==> config.mk <==
export PLATFORM = sky130hd
export DESIGN_NAME = screen_flow_ctrl
export DESIGN_NICKNAME = d
export VERILOG_FILES = /design/src/rtl/screen_flow_ctrl.sv
export SDC_FILE = /design/constraint.sdc
export NUM_CORES = 1
export LEC_CHECK = 0
export CORE_MARGIN = 5
export CORE_UTILIZATION = 42
export CTS_CLUSTER_SIZE = 30
export DETAILED_ROUTE_END_ITERATION = 7
export GPL_ROUTABILITY_DRIVEN = 0
export SETUP_SLACK_MARGIN = 0.02
export SLEW_MARGIN = 20
export SYNTH_ARGS = -nofsm -noshare
export SYNTH_HDL_FRONTEND = slang
export SYNTH_SLANG_ARGS = --single-unit
==> constraint.sdc <==
create_clock -name i_clk -period 3.55 [get_ports i_clk]
set_input_delay 1.065 -clock i_clk [delete_from_list [all_inputs] [get_ports i_clk]]
set_output_delay 1.065 -clock i_clk [all_outputs]
set_load 0.01 [all_outputs]
==> src/rtl/screen_flow_ctrl.sv <==
`default_nettype none
// ============================================================================
// Module      : screen_flow_ctrl
// Description : Top-level screen sequencer for Piano Tiles. Runs the
//               TITLE -> PLAY -> GAME OVER flow, drives the shared
//               full-screen sprite ROM address from the scan position,
//               times the game-over blink/hold and muxes the final pixel.
// Ports       : i_clk, i_rst      - clock, async active-high reset
//               xx, yy, aactive   - scan position / visible-area flag
//               start_btn         - debounced start button (level)
//               game_over         - end-of-game flag from game logic
//               play_pixel        - gameplay renderer pixel
//               rom_data          - sprite ROM word (1-cycle registered)
//               rom_addr          - sprite ROM address
//               pix_out           - final pixel (3 cycles after scan input)
//               sprite_on         - pix_out is sourced from the ROM
//               play_enable       - high only in PLAY
//               state             - 00 TITLE, 01 PLAY, 10 GO_BLINK, 11 GO_HOLD
// Revision    : 1.0 - initial release
// ============================================================================
module screen_flow_ctrl #(
   parameter int unsigned SPR_X           = 80,
   parameter int unsigned SPR_Y           = 60,
   parameter int unsigned SPR_W           = 480,
   parameter int unsigned SPR_H           = 360,
   parameter int unsigned GO_BASE         = 172800,
   parameter int unsigned TICK_Y          = 480,
   parameter int unsigned BLINK_FRAMES    = 15,
   parameter int unsigned BLINK_COUNT     = 6,
   parameter int unsigned HOLD_MIN_FRAMES = 60,
   parameter logic [7:0]  BG_COLOR        = 8'h00
) (
   input  logic        i_clk,
   input  logic        i_rst,
   input  logic [9:0]  xx,
   input  logic [9:0]  yy,
   input  logic        aactive,
   input  logic        start_btn,
   input  logic        game_over,
   input  logic [7:0]  play_pixel,
   input  logic [7:0]  rom_data,
   output logic [18:0] rom_addr,
   output logic [7:0]  pix_out,
   output logic        sprite_on,
   output logic        play_enable,
   output logic [1:0]  state
);

   typedef enum logic [1:0] {
      ST_TITLE    = 2'b00,
      ST_PLAY     = 2'b01,
      ST_GO_BLINK = 2'b10,
      ST_GO_HOLD  = 2'b11
   } state_t;

   localparam int BFW = $clog2(BLINK_FRAMES + 1);
   localparam int TGW = $clog2(BLINK_COUNT + 1);
   localparam int HDW = $clog2(HOLD_MIN_FRAMES + 1);

   localparam logic [10:0]    c_x_lo       = 11'(SPR_X);
   localparam logic [10:0]    c_x_hi       = 11'(SPR_X + SPR_W);
   localparam logic [10:0]    c_y_lo       = 11'(SPR_Y);
   localparam logic [10:0]    c_y_hi       = 11'(SPR_Y + SPR_H);
   localparam logic [9:0]     c_tick_y     = 10'(TICK_Y);
   localparam logic [18:0]    c_spr_x      = 19'(SPR_X);
   localparam logic [18:0]    c_spr_y      = 19'(SPR_Y);
   localparam logic [18:0]    c_spr_w      = 19'(SPR_W);
   localparam logic [18:0]    c_go_base    = 19'(GO_BASE);
   localparam logic [BFW-1:0] c_blink_last = BFW'(BLINK_FRAMES - 1);
   localparam logic [TGW-1:0] c_tog_last   = TGW'(BLINK_COUNT - 1);
   localparam logic [HDW-1:0] c_hold_min   = HDW'(HOLD_MIN_FRAMES);

   // ------------------------------------------------------------------
   // Frame tick and start-request edge detectors
   // ------------------------------------------------------------------
   logic r_y_is_tick, r_y_is_tick_d;
   logic r_start_d1, r_start_d2;
   logic w_tick, w_start_req;

   always_ff @(posedge i_clk or posedge i_rst) begin
      if (i_rst) begin
         r_y_is_tick   <= 1'b0;
         r_y_is_tick_d <= 1'b0;
         r_start_d1    <= 1'b0;
         r_start_d2    <= 1'b0;
      end else begin
         r_y_is_tick   <= (yy == c_tick_y);
         r_y_is_tick_d <= r_y_is_tick;
         r_start_d1    <= start_btn;
         r_start_d2    <= r_start_d1;
      end
   end

   // Edge of the registered compare: one tick per frame even if yy
   // stays on TICK_Y for many clocks.
   assign w_tick      = r_y_is_tick & ~r_y_is_tick_d;
   assign w_start_req = r_start_d1 & ~r_start_d2;

   // ------------------------------------------------------------------
   // Screen FSM
   // ------------------------------------------------------------------
   state_t         r_state, w_state_nxt;
   logic [BFW-1:0] r_blink_frm, w_blink_nxt;
   logic [TGW-1:0] r_tog_cnt, w_tog_nxt;
   logic [HDW-1:0] r_hold_cnt, w_hold_nxt;
   logic           r_vis, w_vis_nxt;

   always_ff @(posedge i_clk or posedge i_rst) begin
      if (i_rst) begin
         r_state     <= ST_TITLE;
         r_blink_frm <= '0;
         r_tog_cnt   <= '0;
         r_hold_cnt  <= '0;
         r_vis       <= 1'b0;
      end else begin
         r_state     <= w_state_nxt;
         r_blink_frm <= w_blink_nxt;
         r_tog_cnt   <= w_tog_nxt;
         r_hold_cnt  <= w_hold_nxt;
         r_vis       <= w_vis_nxt;
      end
   end

   always_comb begin
      w_state_nxt = r_state;
      w_blink_nxt = r_blink_frm;
      w_tog_nxt   = r_tog_cnt;
      w_hold_nxt  = r_hold_cnt;
      w_vis_nxt   = r_vis;

      // Any state change clears the counters and makes the sprite visible.
      case (r_state)
         ST_TITLE: begin
            if (w_start_req) begin
               w_state_nxt = ST_PLAY;
               w_blink_nxt = '0;
               w_tog_nxt   = '0;
               w_hold_nxt  = '0;
               w_vis_nxt   = 1'b1;
            end
         end
         ST_PLAY: begin
            // game_over has priority over a coincident start request.
            if (game_over) begin
               w_state_nxt = ST_GO_BLINK;
               w_blink_nxt = '0;
               w_tog_nxt   = '0;
               w_hold_nxt  = '0;
               w_vis_nxt   = 1'b1;
            end
         end
         ST_GO_BLINK: begin
            if (w_tick) begin
               if (r_blink_frm == c_blink_last) begin
                  w_blink_nxt = '0;
                  w_vis_nxt   = ~r_vis;
                  if (r_tog_cnt == c_tog_last) begin
                     w_state_nxt = ST_GO_HOLD;
                     w_tog_nxt   = '0;
                     w_hold_nxt  = '0;
                     w_vis_nxt   = 1'b1;
                  end else begin
                     w_tog_nxt = r_tog_cnt + 1'b1;
                  end
               end else begin
                  w_blink_nxt = r_blink_frm + 1'b1;
               end
            end
         end
         ST_GO_HOLD: begin
            // Early start requests simply fall through and are lost.
            if (w_start_req && (r_hold_cnt == c_hold_min)) begin
               w_state_nxt = ST_TITLE;
               w_blink_nxt = '0;
               w_tog_nxt   = '0;
               w_hold_nxt  = '0;
               w_vis_nxt   = 1'b1;
            end else if (w_tick && (r_hold_cnt != c_hold_min)) begin
               w_hold_nxt = r_hold_cnt + 1'b1;
            end
         end
         default: begin
            w_state_nxt = ST_TITLE;
         end
      endcase
   end

   assign state       = r_state;
   assign play_enable = (r_state == ST_PLAY);

   // ------------------------------------------------------------------
   // S1: window decode and ROM address
   // ------------------------------------------------------------------
   logic        w_in_win;
   logic [18:0] w_dx, w_dy, w_base, w_addr;

   assign w_in_win = ({1'b0, xx} >= c_x_lo) && ({1'b0, xx} < c_x_hi) &&
                     ({1'b0, yy} >= c_y_lo) && ({1'b0, yy} < c_y_hi);
   assign w_dx     = 19'(xx) - c_spr_x;
   assign w_dy     = 19'(yy) - c_spr_y;
   assign w_base   = (r_state == ST_TITLE) ? 19'd0 : c_go_base;
   assign w_addr   = w_base + w_dx + (w_dy * c_spr_w);

   logic       r_in_win_s1, r_act_s1, r_vis_s1;
   logic [1:0] r_state_s1;
   logic [7:0] r_pix_s1;
   logic       r_in_win_s2, r_act_s2, r_vis_s2;
   logic [1:0] r_state_s2;
   logic [7:0] r_pix_s2;

   always_ff @(posedge i_clk or posedge i_rst) begin
      if (i_rst) begin
         rom_addr    <= '0;
         r_in_win_s1 <= 1'b0;
         r_act_s1    <= 1'b0;
         r_vis_s1    <= 1'b0;
         r_state_s1  <= 2'b00;
         r_pix_s1    <= '0;
      end else begin
         // Address is frozen outside the window and throughout PLAY.
         if (w_in_win && (r_state != ST_PLAY)) begin
            rom_addr <= w_addr;
         end
         r_in_win_s1 <= w_in_win;
         r_act_s1    <= aactive;
         r_vis_s1    <= r_vis;
         r_state_s1  <= r_state;
         r_pix_s1    <= play_pixel;
      end
   end

   // ------------------------------------------------------------------
   // S2: alignment with the registered ROM output
   // ------------------------------------------------------------------
   always_ff @(posedge i_clk or posedge i_rst) begin
      if (i_rst) begin
         r_in_win_s2 <= 1'b0;
         r_act_s2    <= 1'b0;
         r_vis_s2    <= 1'b0;
         r_state_s2  <= 2'b00;
         r_pix_s2    <= '0;
      end else begin
         r_in_win_s2 <= r_in_win_s1;
         r_act_s2    <= r_act_s1;
         r_vis_s2    <= r_vis_s1;
         r_state_s2  <= r_state_s1;
         r_pix_s2    <= r_pix_s1;
      end
   end

   // ------------------------------------------------------------------
   // S3: output mux
   // ------------------------------------------------------------------
   always_ff @(posedge i_clk or posedge i_rst) begin
      if (i_rst) begin
         pix_out   <= '0;
         sprite_on <= 1'b0;
      end else if (!r_act_s2) begin
         pix_out   <= '0;
         sprite_on <= 1'b0;
      end else if (r_state_s2 == ST_PLAY) begin
         pix_out   <= r_pix_s2;
         sprite_on <= 1'b0;
      end else if (r_in_win_s2 && ((r_state_s2 == ST_TITLE) || r_vis_s2)) begin
         pix_out   <= rom_data;
         sprite_on <= 1'b1;
      end else begin
         pix_out   <= BG_COLOR;
         sprite_on <= 1'b0;
      end
   end

endmodule
`default_nettype wire

==> results of run 1 <==
==> power by group <==
part | switching [W] | total, W | internal, W
Combinational | 0.00177 | 0.00416 | 0.00240
Clock | 0.000331 | 0.000984 | 0.000653
Sequential | 0.0000606 | 0.00101 | 0.000954
Total | 0.00216 | 0.00616 | 0.00400
==> worst min path at each step <==
stage,start,to,slack (ns),cells after the start
3_3_place_gp,r_in_win_s1,r_in_win_s2,0.33,0
2_1_floorplan,r_act_s1,r_act_s2,0.33,0
6_report,r_pix_s1[5],r_pix_s2[5],0.35,0
5_1_grt,r_pix_s1[1],r_pix_s2[1],0.35,0
3_5_place_dp,r_pix_s1[4],r_pix_s2[4],0.34,0
4_1_cts,r_pix_s1[5],r_pix_s2[5],0.35,0
==> per-layer routing <==
layer	global-route usage (%)	up-vias	part of all wire, %	wire length [um]
met4	6.02	0	1.6	180
li1	-	1964	-	-
met1	20.5	1867	43	4810
met2	29.4	57	53	5860
met5	0	-	0	0
met3	2.31	12	2.6	290
==> state kept, by name, indices dropped and copies added (netlist names) <==
name / flops
r_start_d1: 1
r_y_is_tick_d: 1
state: 2
rom_addr: 19
r_in_win_s1: 1
r_state_s2: 2
r_hold_cnt: 6
r_pix_s2: 8
pix_out: 8
sprite_on: 1
r_start_d2: 1
r_vis_s2: 1
r_tog_cnt: 3
r_vis: 1
r_vis_s1: 1
r_act_s2: 1
r_pix_s1: 8
r_in_win_s2: 1
r_act_s1: 1
r_blink_frm: 4
r_y_is_tick: 1
r_state_s1: 2
==> area by class of cell <==
type	instances	share of cell area [%]
inverters	50	2.57
clock inverters	4	0.973
repair buffers	191	22.0
multi-input cells	324	44.3
clock buffers	12	3.38
well taps	143	2.36
flip-flops and latches	74	24.4
==> metrics by stage <==
| step | hold WS, ns | total power (W) | setup TNS [ns] | setup slack, ns | area (um^2) |
|---|---|---|---|---|---|
| floorplan | 0.331 | 0.00326 | -11.82 | -1.97 | 5240 |
| global placement | 0.332 | 0.00447 | -21.62 | -2.69 | 6850 |
| detailed placement | 0.337 | 0.00452 | -22.26 | -2.77 | 6850 |
| CTS | 0.349 | 0.00591 | -13.06 | -2.04 | 7440 |
| global route | 0.349 | 0.00667 | -14.43 | -2.15 | 7590 |
| finish | 0.346 | 0.00616 | -12.78 | -1.98 | 7590 |
==> synthesized netlist by cell type (all sizes together) (2+ instances only) <==
cell type	n	area share, %
or3	4	0.51
nand4	7	0.89
nor2b	6	0.76
a21o	5	0.76
nor3	7	0.82
and3	2	0.25
nor2	25	1.9
a22o	11	2.0
xor2	17	3.4
a211oi	5	0.76
or4	2	0.31
nand3	8	0.82
xnor2	28	5.2
fa	19	7.8
o21bai	2	0.31
clkbuf	3	0.23
nor4	2	0.25
inv	50	3.8
buf	4	0.59
nand2b	9	1.3
a31oi	3	0.38
mux2	18	4.2
o21a	3	0.46
a311o	2	0.41
dfrtp	74	38
a21oi	19	1.9
nand2	21	1.6
ha	52	13
o21ai	27	2.8
==> cells by family after synthesis <==
group | after synthesis | share of synthesized area, %
and+or+nand+nor | 98 | 10.3
adders and majority gates | 72 | 21.2
DFF | 74 | 37.7
AOI/OAI and AO/OA | 90 | 12.9
buffers and inverters | 57 | 4.64
xor gates and xnor gates | 46 | 9.03
muxes | 18 | 4.21
==> critical path: stages <==
cell and delay, ns:
buf_8 0.10, buf_6 0.12, ha_4 0.19, a311oi_4 0.35, xnor2_2 0.14, buf_4 0.17
xor2_2 0.18, ha_2 0.19, nor3b_2 0.21, a21oi_2 0.05, xnor2_1 0.13, ha_1 0.31
inv_2 0.04, or3_1 0.37, a311o_1 0.37, o311ai_4 0.08, fa_1 0.49, ha_4 0.30
nand3_2 0.07, o21ai_2 0.16, xnor3_1 0.23, xor2_1 0.15, mux2_4 0.25
==> cell usage in the layout (no fill, tap or decap), types with 3 or more instances in the layout <==
master | netlist | final
mux2_4 | 1 | 7
a211oi_2 | 0 | 3
ha_1 | 52 | 35
or3_1 | 4 | 4
a21oi_1 | 19 | 14
a22o_1 | 11 | 11
dfrtp_1 | 74 | 74
fa_1 | 19 | 18
ha_4 | 0 | 15
nor2b_1 | 6 | 4
o21a_1 | 3 | 3
inv_2 | 0 | 9
clkdlybuf4s50_1 | 0 | 62
o21ai_2 | 1 | 6
inv_1 | 50 | 39
nand3_1 | 8 | 5
o21ai_0 | 26 | 15
nand4_1 | 7 | 7
xor2_1 | 16 | 13
buf_4 | 1 | 104
mux2_2 | 17 | 11
nor2_1 | 25 | 23
xnor2_4 | 0 | 3
o21ai_1 | 0 | 6
nand2b_1 | 8 | 8
a21oi_2 | 0 | 4
xnor2_2 | 1 | 5
nor3_1 | 6 | 5
xnor2_1 | 27 | 20
clkbuf_16 | 0 | 9
nand2_1 | 21 | 20
dlygate4sd2_1 | 0 | 3
a21o_1 | 5 | 5
buf_6 | 1 | 17
==> what timing repair did <==
| action | CTS | global route |
|---|---|---|
| setup buffers | 16 | 7 |
| gates resized for setup | 58 | 27 |
| setup endpoints to repair | 12 | 11 |
| pin swaps | 52 | 34 |
==> summary.md, run 1 <==
| Metric | Value |
|---|---|
| Status | `complete, but fails checks` |
| Failing checks | `setup timing` |
| Post-synth ARST share | `100%` |
| Crit. End Element | `flip-flop` |
| Leak Pwr | `3.46 nW` |
| Syn Nets | `around 570` |
| RR Endpoint | `rom_addr[18]` |
| Inserted Clock Buffers | `9` |
| Relative slew slack | `67.5%` |
| Via count of the first global-routing pass | `4,135` |
| Initial DRC Count | `148` |
| Final ANT Viol Nets | `0` |
| Synthesis-to-finish area growth | `54.6%` |
| Antenna diodes | `0` |
| Vias per cell | `~4.9` |
| RSZ-0062 raised after global routing | `yes` |
| Seq cells post-synth | `74` |
| Reg-to-reg slack, setup | `~0.24 ns` |
| Non-filler cells, final | `798` |
| CP required | `between 3 and 4 ns` |
| Avg WL per Cell | `14.0 um` |
| Type of the most critical hold path | `reg2reg` |
| Clk_skew | `0.00433 ns` |
| Dominant synthesized flop cell | `dfrtp_1` |
| VDD IR max | `0.524 mV` |
| Post-synthesis sequential area ratio | `between 30% and 40%` |
| Max-cap check violation count | `0` |
| CP endpoint | `rom_addr[18]` |
| Max Slew Vio Count | `0` |
| Remaining Overflow, GRT | `0` |
| TritonCTS clock tree | `done` |
| Post-CTS Hold Fix Bufs | `0` |
| Sink Count | `74` |
| Final setup fails | `11` |
| Core area | `0.0114 mm^2` |
| Storage element area | `approximately 0.0019 mm^2` |
| DRC Markers | `0` |
| Layout cell share with drive strength beyond 1 | `between 30% and 40%` |
| R2R depth | `11` |
| Fillers | `911` |
| Mapped Area | `0.00491 mm^2` |
| Die extent in y | `~120 um` |
| Root Buffer | `clkbuf_16` |
| Final Core Density | `66.4%` |
| Bufs on Longest Clock Path | `2` |
| Initial Util | `43.0%` |
| Distinct cells, synth | `57` |
| Final Cycle Share | `156%` |
| Hold Fails Final Rpt | `0` |
| Syn_area_per_cell | `10.8 um^2` |
| Die ar. | `0.0139 mm^2` |
| H-tree lvl count | `3` |
| Critical path fanouts, max | `4` |
| Chip width | `between 100 and 150 um` |
| Placed cells | `around 760` |
| Ports | `72` |
| IO buf count | `71` |
| PwrDens | `around 810 mW/mm^2` |
| Largest net degree at the start of global routing | `29` |
| Worst slew pin tran | `0.486 ns` |
| Post-synth EDFFs | `0` |
| Reg2reg start | `state[0]` |
| Multi-input gate area | `between 0.003 and 0.004 mm^2` |
| Startpoint types | `input port` |
| Setup ws final | `-1.98 ns` |
| WL final | `between 10 and 15 mm` |
| Synth Instances | `455` |
| First-pass GRT wire length | `approximately 19 mm` |
| Synth warn | `0` |
| Crit Path Category | `in2reg` |
| WP data arrival | `5.74 ns` |
| Fmax achieved | `0.181 GHz` |
| Placed wire-length estimate | `8.85 mm` |
| Rows | `39` |
| Total Routing Usage GR | `16.6%` |
| Final min period | `5.53 ns` |
| Worst skew pair latency | `0.33 ns` |
| Clk slew on worst S/H paths | `0.06 ns` |
| Initial antenna violation count | `0` |
| DRT Pass-1 Iters | `4` |
| CP Launch Point | `yy[2]` |
| Vias | `roughly 4,000` |
| Nets | `between 700 and 800` |
Power figures use the tool's default switching activity.
==> inputs of run 2 (changes only) <==
CORE_MARGIN = not set   (was 5)
RECOVER_POWER = 50   (was not set)
==> run 2 against run 1 <==
  * The run still ends with setup timing left
  * Maximum frequency increased by 0.64%
  * Largest power group unchanged
  * Combinational power increased by 4%
  * Wire length decreased by 3.2%
  * Die area decreased by 13%
  * Core utilization decreased by 0.12 points
  * Largest cell class unchanged
  * Cell count unchanged
  * Via count decreased by 0.28%
  * Register-to-register slack about the same
  * Critical path type unchanged
  * Global-route usage increased by 2.3 points
  * Critical endpoint unchanged
  * Clock skew about the same
==> summary.md, run 2 (synthesis results as in run 1) <==
| Metric | Value |
|---|---|
| Status | `complete, but fails checks` |
| Failing checks | `setup timing` |
| Vias | `~3,900` |
| H-tree lvl count | `3` |
| Rows | `39` |
| Final min period | `5.49 ns` |
| Hold Fails Final Rpt | `0` |
| Total Routing Usage GR | `about a fifth` |
| Hold_sp | `r_state_s1[1]` |
| Worst slew pin tran | `1.11 ns` |
| PwrDens | `821 mW/mm^2` |
| Via count of the first global-routing pass | `3,983` |
| Critical path fanouts, max | `3` |
| Vias per cell | `a little under 5` |
| WP data arrival | `5.70 ns` |
| Synthesis-to-finish area growth | `54.3%` |
| Top reg by flops | `rom_addr` |
| Setup ws final | `-1.94 ns` |
| Hold path depth | `0` |
| Pre-CTS setup slack | `-2.81 ns` |
| Largest net degree at the start of global routing | `28` |
| Worst skew pair latency | `~0.33 ns` |
| Post-CTS Hold Fix Bufs | `0` |
| Commonest non-fill, non-tap cell in the layout | `buf_4` |
| Reg2reg start | `state[0]` |
| Ports | `72` |
| Crit. End Element | `flip-flop` |
| Relative slew slack | `about 26%` |
| Crit Path Category | `in2reg` |
| Hold Path End | `r_state_s2[1]` |
| R2R depth | `11` |
| CP required | `3.76 ns` |
| Type of the most critical hold path | `reg2reg` |
| Sink Count | `74` |
| DRC Markers | `0` |
| CP Launch Point | `yy[2]` |
| Placed wire-length estimate | `8.68 mm` |
| Inserted Clock Buffers | `9` |
| DP Area | `slightly below 0.007 mm^2` |
| Startpoint types | `input port` |
| Bufs on Longest Clock Path | `2` |
| Placed cells | `between 700 and 800` |
| Most frequent cells in the layout | `buf_4, dfrtp_1, clkdlybuf4s50_1, inv_1, ha_1` |
| RSZ-0062 raised after global routing | `yes` |
| Initial antenna violation count | `1` |
| Final Core Density | `~66%` |
| Reg-to-reg slack, setup | `0.23 ns` |
| Core area | `0.0114 mm^2` |
| Initial DRC Count | `96` |
| Die ar. | `0.0121 mm^2` |
| Max Slew Vio Count | `0` |
| Die extent in y | `110 um` |
| Fmax achieved | `0.182 GHz` |
| DRT Pass-1 Iters | `6` |
| Post-route cell area | `between 0.007 and 0.008 mm^2` |
| Max-cap check violation count | `0` |
| Final setup fails | `11` |
| Initial Util | `43.0%` |
| Chip width | `110 um` |
| TritonCTS clock tree | `done` |
| WL final | `10.8 mm` |
| Clk slew on worst S/H paths | `0.05 ns` |
| Max reg flops | `19` |
| Avg WL per Cell | `13.5 um` |
| Final ANT Viol Nets | `0` |
| Non-filler cells, final | `798` |
| Final Cycle Share | `155%` |
| Nets | `761` |
| First-pass GRT wire length | `between 15 and 20 mm` |
| Remaining Overflow, GRT | `0` |
| Layout cell share with drive strength beyond 1 | `36.5%` |
| IO buf count | `71` |
| VDD IR max | `0.553 mV` |
| Clk_skew | `0.00420 ns` |
| Root Buffer | `clkbuf_16` |
| RR Endpoint | `rom_addr[18]` |
| Leak Pwr | `3.45 nW` |
[run 2: cell count changes in the layout (fill, tap and decap cells not counted), sizes merged]
| cell | delta |
|---|---|
| dlygate4sd3 | +19 |
| bufinv | -1 |
| clkinv | +1 |
| diode | +1 |
| dlymetal6s4s | +1 |
| buf | -1 |
| clkbuf | -3 |
| clkdlybuf4s50 | -18 |
| inv | +1 |
| dlygate4sd2 | -1 |
| clkinvlp | +1 |
[run 2: cell type report]
class	count	area, um^2
fill	879	3850
clock inverter	6	65.1
timing repair buffer	190	1660
tap	143	179
multi-input combinational	324	3390
antenna	1	2.50
sequential	74	1850
inverter	50	195
clock buffer	10	229
[run 2: layer usage]
layer	part of all wire, %	track usage (%)	vias up
met4	1.2	5.73	0
met2	54	35.7	55
li1	-	-	1957
met1	42	21.3	1865
met5	0	0	-
met3	2.7	3.76	12
[run 2: through the flow]
| step | hold slack, ns | total power (W) | TNS [ns] |
|---|---|---|---|
| after floorplan | 0.331 | 0.00326 | -11.82 |
| after global placement | 0.332 | 0.00447 | -21.58 |
| after detailed placement | 0.335 | 0.00456 | -22.79 |
| after CTS | 0.347 | 0.00595 | -16.20 |
| after global routing | 0.351 | 0.00671 | -14.79 |
| final | 0.345 | 0.00621 | -12.90 |
[run 2: worst max-delay path by stage]
| stage | to | cells past startpoint | slack [ns] |
|---|---|---|---|
| global route | rom_addr[18] | 21 | -2.15 |
| global placement | rom_addr[18] | 19 | -2.68 |
| CTS | rom_addr[18] | 21 | -1.99 |
| finish | rom_addr[18] | 23 | -1.94 |
| floorplan | rom_addr[18] | 18 | -1.97 |
| detailed placement | rom_addr[18] | 23 | -2.81 |
[run 2: where the power goes]
| part | internal (W) | total (W) | switching, W | leakage [nW] |
|---|---|---|---|---|
| Combinational | 0.00249 | 0.00432 | 0.00184 | 2.41 |
| Sequential | 0.000954 | 0.00101 | 0.0000594 | 0.899 |
| Clock | 0.000544 | 0.000876 | 0.000332 | 0.143 |
[run 2: what timing repair did]
| action | 4_1_cts | 5_1_grt |
|---|---|---|
| gates resized for setup | 62 | 31 |
| setup buffers | 15 | 7 |
| pin swaps | 48 | 35 |
| endpoints found under the hold margin | 0 | 0 |
| gates cloned | 0 | 0 |
| setup endpoints to repair | 12 | 11 |
[run 2: worst max-delay path, stage by stage]
cell and delay, ns:
buf_8 0.08, clkinvlp_4 0.12, ha_4 0.33, inv_2 0.05
fa_1 0.48, fa_1 0.50, inv_2 0.04, ha_4 0.21
a21boi_2 0.16, o21ai_1 0.12, nand2b_1 0.13, buf_4 0.17
xnor2_2 0.13, fa_1 0.56, inv_2 0.05, ha_4 0.26
o21ai_0 0.09, a22oi_2 0.24, nand3_1 0.10, o21ai_1 0.15
xnor3_1 0.24, xor2_1 0.15, mux2_4 0.25
